$ cat config.mk
export PLATFORM = sky130hd
export DESIGN_NAME = fifo_req_reader
export DESIGN_NICKNAME = d
export VERILOG_FILES = /design/src/rtl/lease_req_pkg.sv /design/src/rtl/req_buf.sv /design/src/rtl/fifo_req_reader.sv
export SDC_FILE = /design/constraint.sdc
export NUM_CORES = 1
export LEC_CHECK = 0
export CAP_MARGIN = 10
export CORE_MARGIN = 2
export CORE_UTILIZATION = 68
export DETAILED_ROUTE_END_ITERATION = 12
export DONT_BUFFER_PORTS = 1
export GPL_ROUTABILITY_DRIVEN = 0
export GPL_TIMING_DRIVEN = 0
export PLACE_DENSITY = 0.87
export SETUP_SLACK_MARGIN = 0.05
export SLEW_MARGIN = 20
export SYNTH_ARGS = -nofsm -noshare
export SYNTH_HDL_FRONTEND = slang
export SYNTH_SLANG_ARGS = --single-unit
export TNS_END_PERCENT = 5
$ cat constraint.sdc
create_clock -name clk_i -period 3.6 [get_ports clk_i]
set_input_delay 0.54 -clock clk_i [delete_from_list [all_inputs] [get_ports clk_i]]
set_output_delay 0.54 -clock clk_i [all_outputs]
set_load 0.01 [all_outputs]
$ cat src/rtl/lease_req_pkg.sv
// Shared definitions for the Lease Cache request-FIFO reader: FSM encoding,
// default widths and request-word field helpers.
package lease_req_pkg;

  // Reader control states.
  typedef enum logic [1:0] {
    ST_IDLE  = 2'd0,
    ST_RUN   = 2'd1,
    ST_DRAIN = 2'd2
  } state_e;

  // Default geometry of the request path.
  localparam int unsigned DEF_ADDR_W    = 32;
  localparam int unsigned DEF_BUF_DEPTH = 3;
  localparam int unsigned DEF_CNT_W     = 16;

  // A request word is {rw, addr}; the rw flag sits just above the address.
  function automatic int unsigned rw_bit(input int unsigned addr_w);
    return addr_w;
  endfunction

  // Number of bits needed to hold an occupancy count of 0..depth.
  function automatic int unsigned count_width(input int unsigned depth);
    return $clog2(depth + 1);
  endfunction

endpackage : lease_req_pkg

$ cat src/rtl/req_buf.sv
// Small in-order request buffer. Any depth is supported: pointers wrap
// explicitly at DEPTH-1 rather than relying on power-of-2 rollover.
module req_buf
  import lease_req_pkg::*;
#(
  parameter int unsigned DEPTH = DEF_BUF_DEPTH,
  parameter int unsigned W     = DEF_ADDR_W + 1,
  localparam int unsigned CW   = count_width(DEPTH),
  localparam int unsigned PW   = (DEPTH > 1) ? $clog2(DEPTH) : 1
) (
  input  logic          clk_i,
  input  logic          reset_n_i,
  input  logic          push_i,
  input  logic [W-1:0]  push_data_i,
  input  logic          pop_i,
  output logic [W-1:0]  head_o,
  output logic [CW-1:0] count_o,
  output logic          empty_o
);

  logic [W-1:0]  mem_q [DEPTH];
  logic [W-1:0]  mem_d [DEPTH];
  logic [PW-1:0] wr_ptr_q, wr_ptr_d;
  logic [PW-1:0] rd_ptr_q, rd_ptr_d;
  logic [CW-1:0] count_q, count_d;
  logic          do_pop;

  // Advance a pointer, wrapping at the last entry.
  function automatic logic [PW-1:0] ptr_inc(input logic [PW-1:0] p);
    return (p == PW'(DEPTH - 1)) ? '0 : p + PW'(1);
  endfunction

  // Next-state for storage, pointers and occupancy.
  always_comb begin
    // NOTE: every always_comb output gets a default first so no path leaves it
    // unassigned, which would otherwise infer a latch.
    mem_d    = mem_q;
    wr_ptr_d = wr_ptr_q;
    rd_ptr_d = rd_ptr_q;
    // NOTE: blocking '=' here because this is combinational; the flops below
    // use '<=' so every register samples pre-edge values.
    do_pop   = pop_i & (count_q != '0);
    if (push_i) begin
      mem_d[wr_ptr_q] = push_data_i;
      wr_ptr_d        = ptr_inc(wr_ptr_q);
    end
    if (do_pop) begin
      rd_ptr_d = ptr_inc(rd_ptr_q);
    end
    count_d = count_q + CW'(push_i) - CW'(do_pop);
  end

  // Buffer registers; synchronous active-low reset.
  always_ff @(posedge clk_i) begin
    if (!reset_n_i) begin
      // NOTE: the storage is reset too (it is only a few entries) so the
      // registered head reads as zero straight out of reset.
      for (int i = 0; i < int'(DEPTH); i++) mem_q[i] <= '0;
      wr_ptr_q <= '0;
      rd_ptr_q <= '0;
      count_q  <= '0;
    end else begin
      for (int i = 0; i < int'(DEPTH); i++) mem_q[i] <= mem_d[i];
      wr_ptr_q <= wr_ptr_d;
      rd_ptr_q <= rd_ptr_d;
      count_q  <= count_d;
    end
  end

  // Head entry and status come straight from registers.
  always_comb begin
    head_o  = mem_q[rd_ptr_q];
    count_o = count_q;
    empty_o = (count_q == '0);
  end

endmodule : req_buf

$ cat src/rtl/fifo_req_reader.sv
// Read-side consumer for the request FIFO: pops words with one-cycle read
// latency, buffers them and presents a valid/ready request stream.
module fifo_req_reader
  import lease_req_pkg::*;
#(
  parameter int unsigned ADDR_W    = DEF_ADDR_W,
  parameter int unsigned BUF_DEPTH = DEF_BUF_DEPTH,
  parameter int unsigned CNT_W     = DEF_CNT_W
) (
  input  logic              clk_i,
  input  logic              reset_n_i,
  input  logic              enable_i,
  input  logic              fifo_empty_i,
  input  logic [ADDR_W:0]   fifo_dout_i,
  output logic              fifo_rd_en_o,
  output logic              req_valid_o,
  input  logic              req_ready_i,
  output logic              req_rw_o,
  output logic [ADDR_W-1:0] req_addr_o,
  output logic [CNT_W-1:0]  req_count_o,
  output logic              idle_o
);

  localparam int unsigned W      = ADDR_W + 1;
  localparam int unsigned CW     = count_width(BUF_DEPTH);
  localparam int unsigned RW_BIT = rw_bit(ADDR_W);
  localparam logic [CW:0] DEPTH_C = (CW + 1)'(BUF_DEPTH);

  state_e           state_q, state_d;
  logic             inflight_q, inflight_d;
  logic [CNT_W-1:0] count_q, count_d;

  logic [W-1:0]     head;
  logic [CW-1:0]    buf_count;
  logic             buf_empty;
  logic             credit_ok;
  logic             pending;
  logic             transfer;
  logic             rd_en;

  // Local buffer: pushed by the word returning from the FIFO, popped on handshake.
  req_buf #(
    .DEPTH (BUF_DEPTH),
    .W     (W)
  ) u_req_buf (
    .clk_i       (clk_i),
    .reset_n_i   (reset_n_i),
    .push_i      (inflight_q),
    .push_data_i (fifo_dout_i),
    .pop_i       (transfer),
    .head_o      (head),
    .count_o     (buf_count),
    .empty_o     (buf_empty)
  );

  // Credit check, pop strobe, handshake and next-state decisions.
  always_comb begin
    // A slot is reserved for every read in flight; a same-cycle pop is not
    // credited, which keeps the check independent of req_ready_i.
    credit_ok  = ({1'b0, buf_count} + (CW + 1)'(inflight_q)) < DEPTH_C;
    rd_en      = (state_q == ST_RUN) & enable_i & ~fifo_empty_i & credit_ok;
    pending    = ~buf_empty | inflight_q;
    transfer   = ~buf_empty & req_ready_i;
    inflight_d = rd_en;
    count_d    = transfer ? count_q + CNT_W'(1) : count_q;

    state_d = state_q;
    unique case (state_q)
      ST_IDLE: begin
        if (enable_i) state_d = ST_RUN;
      end
      ST_RUN: begin
        if (!enable_i) state_d = pending ? ST_DRAIN : ST_IDLE;
      end
      ST_DRAIN: begin
        if (enable_i)      state_d = ST_RUN;
        else if (!pending) state_d = ST_IDLE;
      end
      default: state_d = ST_IDLE;
    endcase
  end

  // FSM, in-flight flag and issued-request counter.
  always_ff @(posedge clk_i) begin
    if (!reset_n_i) begin
      state_q    <= ST_IDLE;
      inflight_q <= 1'b0;
      count_q    <= '0;
    end else begin
      state_q    <= state_d;
      inflight_q <= inflight_d;
      count_q    <= count_d;
    end
  end

  // Output mapping: the request fields are the registered buffer head.
  always_comb begin
    fifo_rd_en_o = rd_en;
    req_valid_o  = ~buf_empty;
    req_rw_o     = head[RW_BIT];
    req_addr_o   = head[ADDR_W-1:0];
    req_count_o  = count_q;
    idle_o       = buf_empty & ~inflight_q;
  end

endmodule : fifo_req_reader
Yosys cells after proc, flatten, opt, wreduce, memory -nomap -nowiden
Cells that the tools add are included.

$add $sub $neg: 6. Multipliers: 0. Divide/modulo/power cells: 0. Magnitude comparators: 4. Eq/ne operators: 7. Shift operators: 0. Mux-type cells: 14. Bitwise logic cells: 12. Reductions and logical operators: 5.

Operators by type and width (number): $bwmux 99 (1); $mux 33 (3); $bmux 33 s2 (1); $demux 33 s2 (1); $add 16x1->16 const B (1); $mux 2 (7); $and 1x1->1 (6); $eq 2x2->1 const B (3); $ge 3x3->1 const B (2); $not 2->3 (2); $pmux 2 s3 (1); $add 2x1->2 const B (2); $logic_not 2->1 (2); $ne 2x2->1 const B (2); $add 2x1->3 (1); $lt 3x1->1 const B (1); $lt 3x2->1 const B (1); $ne 3x3->1 const B (1); $not 1->1 (3); $reduce_and 3->1 (1); $add 2x1->2 (1); $eq 2x1->1 const B (1); $reduce_bool 2->1 (1); $sub 2x1->2 (1); other kinds (2) (2).

Flip-flop bits (word level): 124. Bits in latches: 0. Memory bits (writable): 0. ROM bits: 0. Output and inout bits: 52. Word-level logic and storage cells: 57. Memories: 0.

Logic depth before layout (Yosys ltp)
Word-level depth: 6. Gate-level depth with buffers: 8. Gate-level depth less buffers: 8.

Cells and area by module
From an unflattened synthesis, not the netlist that was laid out.

Cells, all modules: 568. Area, all modules: 5581.6 sq um.

Modules (own cells, without submodules): req_buf (instances 1, cells each 466, area an instance 4606.9 sq um, sequential area each 2102.0 sq um); fifo_req_reader (instances 1, cells each 102, area an instance 974.7 sq um, sequential area each 380.4 sq um).

Worst setup path before layout
Ideal clock, no wire load.

Path kind: register to output. Start: register u_req_buf.count_q[0] (netlist: u_req_buf.count_o[0]). End: output fifo_rd_en_o. Arrival time: 1.469 ns. Required time: 3.060 ns. Path slack: 1.591 ns. Cell stages (with the launch flop): 6. Path buffers: 0. Cells stage by stage: dfxtp_1 -> ha_1 -> ha_1 -> or4b_1 -> a21oi_1 -> and2_1.

Word-level cells in the longest chain between the ends: 3.

Ends and longest elaborated chain: start, declared (RTL line req_buf.sv:25) `logic [CW-1:0] count_q, count_d;`; start signal, assigned (RTL line req_buf.sv:66) `count_q <= count_d;`; $add 2x1->3 (RTL line fifo_req_reader.sv:60) `credit_ok = ({1'b0, buf_count} + (CW + 1)'(inflight_q)) < DEPTH_C;`; $lt 3x2->1 (RTL line fifo_req_reader.sv:60); $and 1x1->1 (RTL line fifo_req_reader.sv:61) `rd_en = (state_q == ST_RUN) & enable_i & ~fifo_empty_i & credit_ok;`; end, declared (RTL line fifo_req_reader.sv:15) `output logic fifo_rd_en_o,`.

Every way passes these cells.

Worst setup path in the final report
Start: register u_req_buf.rd_ptr_q[1]. End: output req_addr_o[17].

Word-level cells in the longest chain between the ends: 4.

Ends and longest elaborated chain: start, declared (RTL line req_buf.sv:24) `logic [PW-1:0] rd_ptr_q, rd_ptr_d;`; start signal, assigned (RTL line req_buf.sv:65) `rd_ptr_q <= rd_ptr_d;`; $not 2->3 (not written as such) (RTL line req_buf.sv:72) `head_o = mem_q[rd_ptr_q];`; $bmux 33 s2 (RTL line req_buf.sv:72); $mux 33 (not written as such) (2 in series) (RTL line req_buf.sv:72); end, declared (RTL line fifo_req_reader.sv:19) `output logic [ADDR_W-1:0] req_addr_o,`.

Every way passes these cells. The select of a mux whose other input is x is not followed.

==> results.json <==
{
  "rsz0062_at_grt": "no",
  "cts_buffers": 17,
  "first_pass_iters": 5,
  "worstPathRequired_ns": 3.06,
  "synth_top_cell_area_share_pct": 44.5,
  "insertion_delay_ns": 0.53,
  "areaGrowthSynthToFinish_pct": 13.4,
  "drive_gt1_share_pct": 9.04,
  "cts_max_level": 4,
  "finalSetupViolCount": 0,
  "max_stage_delay_ns": 0.49,
  "vias": 4874,
  "synth-edff-count": 0,
  "hpwl_um": 9270,
  "netlist.top_cell.by_area": "dfxtp_1",
  "drtIter0Drc": 234,
  "fp.dieH_um": 94.6,
  "num_io_pins": 90,
  "vias_per_cell": 6.00,
  "port-buffer-count": 0,
  "multi_input_area_um2": 2870,
  "cts_sinks": 124,
  "antenna_left": 0,
  "grt_use_total_pct": 32.9,
  "async_flop_share_pct": 0,
  "drv_cap": 0,
  "die_w_um": 94.6,
  "ys.flop_type": "dfxtp_1",
  "path_clk_slew_ns": 0.06,
  "worst_pin_slew_ns": 0.549,
  "setup_tns_ns": 0,
  "cts_resized": 0,
  "wl_per_cell_um": 17.7,
  "hold_depth": 1,
  "route.detailed.drc": 0,
  "path_class": "flip-flop to primary output",
  "clock_skew_ns": 0.00783,
  "cp_common_cell": "clkbuf_1",
  "synth.net_count": 719,
  "worstSetupEndpointType": "primary output",
  "grt_pass1_vias": 4825,
  "grt_overflow": 0,
  "crit_fanout": 10,
  "status": "completed",
  "netlist_instances": 676,
  "dp_cells": 781,
  "yosysMostFrequentCell": "nand2_1",
  "cts.path.max_buffers": 2,
  "die_area_um2": 8950,
  "syn_area_um2": 5580,
  "core-area_um2": 8090,
  "synth_warnings": 0,
  "rows": 33,
  "ys_types": 35,
  "maxSlewViolCount": 0,
  "grt_antenna_before_repair": 0,
  "timing.fmax_ghz": 0.359,
  "crit_chain": "clkbuf_1, clkbuf_1, clkbuf_1, o22ai_1",
  "ff2ff_path_depth": 8,
  "syn_area_per_cell_um2": 8.26,
  "period_share_pct": 77.3,
  "n_antenna_cell": 0,
  "crit_path_top_delay_cell": "clkbuf_1",
  "hp-class": "input port to flip-flop",
  "initial_core_util_pct": 69.0,
  "leakage_uw": 0.00217,
  "synth_common_cells": "243 x nand2_1, 124 x dfxtp_1, 105 x a21boi_1",
  "finalWirelength_um": 14400,
  "start_kind": "flip-flop",
  "cts_setup_buffers": 0,
  "final_nets": 738,
  "ff_latch_area_um2": 2480,
  "period_minus_slack_ns": 2.78,
  "grt_max_degree": 17,
  "ys_ff_latch": 124,
  "ys_seq_area_share_pct": 44.5,
  "vdd_drop_max_v": 0.000342,
  "worst_ep_arrival_time_ns": 2.24,
  "slew_headroom_pct": 63.0,
  "grt_pass1_wl_um": 22700,
  "fillerInstances": 548,
  "hold_viol_final": 0,
  "synth_area_leaders": "dfxtp_1 44%, nand2_1 16%, a21boi_1 14%",
  "instances_no_fill": 813,
  "cts_hold_buffers": 0,
  "cts_tree": "done",
  "power_density_nw_per_um2": 578,
  "cts_root_buf": "clkbuf_8"
}
-- sequential cells by signal (all words and copies together) (netlist names) --
register and count:
state_q 2, u_req_buf.count_o 2, req_count_o 16, u_req_buf.mem_q 99, inflight_q 1, u_req_buf.rd_ptr_q 2, u_req_buf.wr_ptr_q 2
-- cell usage in the layout, fill, tap and decap left out, types with 6 or more instances in the layout --
master     instances
nand2_1          243
dfxtp_1          124
a21boi_1         105
mux2i_1           35
clkbuf_1          29
buf_2             23
o22ai_1           23
clkbuf_16         16
and2_1            14
o21ai_0           13
xnor2_1            7
nor2_1             6
xor2_1             6
-- per-layer routing --
| metal | GRT usage, % | vias to the layer above | part of all wire [%] |
|---|---|---|---|
| met5 | 0 | - | 0 |
| li1 | - | 2292 | - |
| met4 | 11.8 | 0 | 1.9 |
| met3 | 9.26 | 30 | 8.8 |
| met1 | 37.5 | 2330 | 39 |
| met2 | 58.5 | 222 | 51 |
-- path summary, 6_finish.rpt --
check                                                         from                               end  slack [ns]
worst min-delay path                                      enable_i           state_q[1]$_SDFFE_PN0P_        0.09
worst max-delay path            u_req_buf.rd_ptr_q[1]$_SDFFE_PN0P_                    req_addr_o[17]        0.82
worst min register to register    u_req_buf.mem_q[27]$_SDFFE_PN0P_  u_req_buf.mem_q[27]$_SDFFE_PN0P_        0.45
worst max register to register     u_req_buf.count_o[1]$_SDFF_PN0_   u_req_buf.count_o[1]$_SDFF_PN0_        1.68
-- stage by stage --
step           area [um2]  utilization (%)  hold WS, ns  setup WS (ns)  power (uW)
6_report             6330             78.2       0.0907          0.816        3660
5_1_grt              6330             78.2       0.0868          0.760        3750
4_1_cts              6330             78.2       0.0872          0.861        3660
3_5_place_dp         5710             70.6        0.445           1.45        1910
3_3_place_gp         5710             70.6        0.439           1.45        1890
2_1_floorplan        5580                -        0.434           1.59        1800
-- worst max-delay path: cells and delay by family, from the launching register on --
kind	cells	cell delay, ns
buffers and inverters	3	1.14
DFF	1	0.30
AOI/OAI and AO/OA	1	0.28
-- area by class of cell --
type,instances,area share [%]
multi-input combinational,497,45.3
sequential,124,39.2
clock buffer,21,7.10
buffer,50,3.42
clock inverter,11,2.63
tap,105,2.08
inverter,5,0.297
-- cells by family (layout without fill, tap and decap cells) --
group | after synthesis | count (layout) | synth area share, %
DFF | 124 | 124 | 44.5
AOI/OAI and AO/OA | 148 | 148 | 19.0
adders and majority gates | 5 | 5 | 1.12
muxes | 35 | 35 | 6.28
buffers and inverters | 55 | 87 | 4.21
and+or+nand+nor | 296 | 296 | 22.9
xor gates and xnor gates | 13 | 13 | 2.04
-- report_power, final --
group          internal (uW)  switching [uW]
Sequential              1400            47.7
Clock                   1160             616
Combinational            169             267
Total                   2730             930
(Power assumes the default switching activity.)
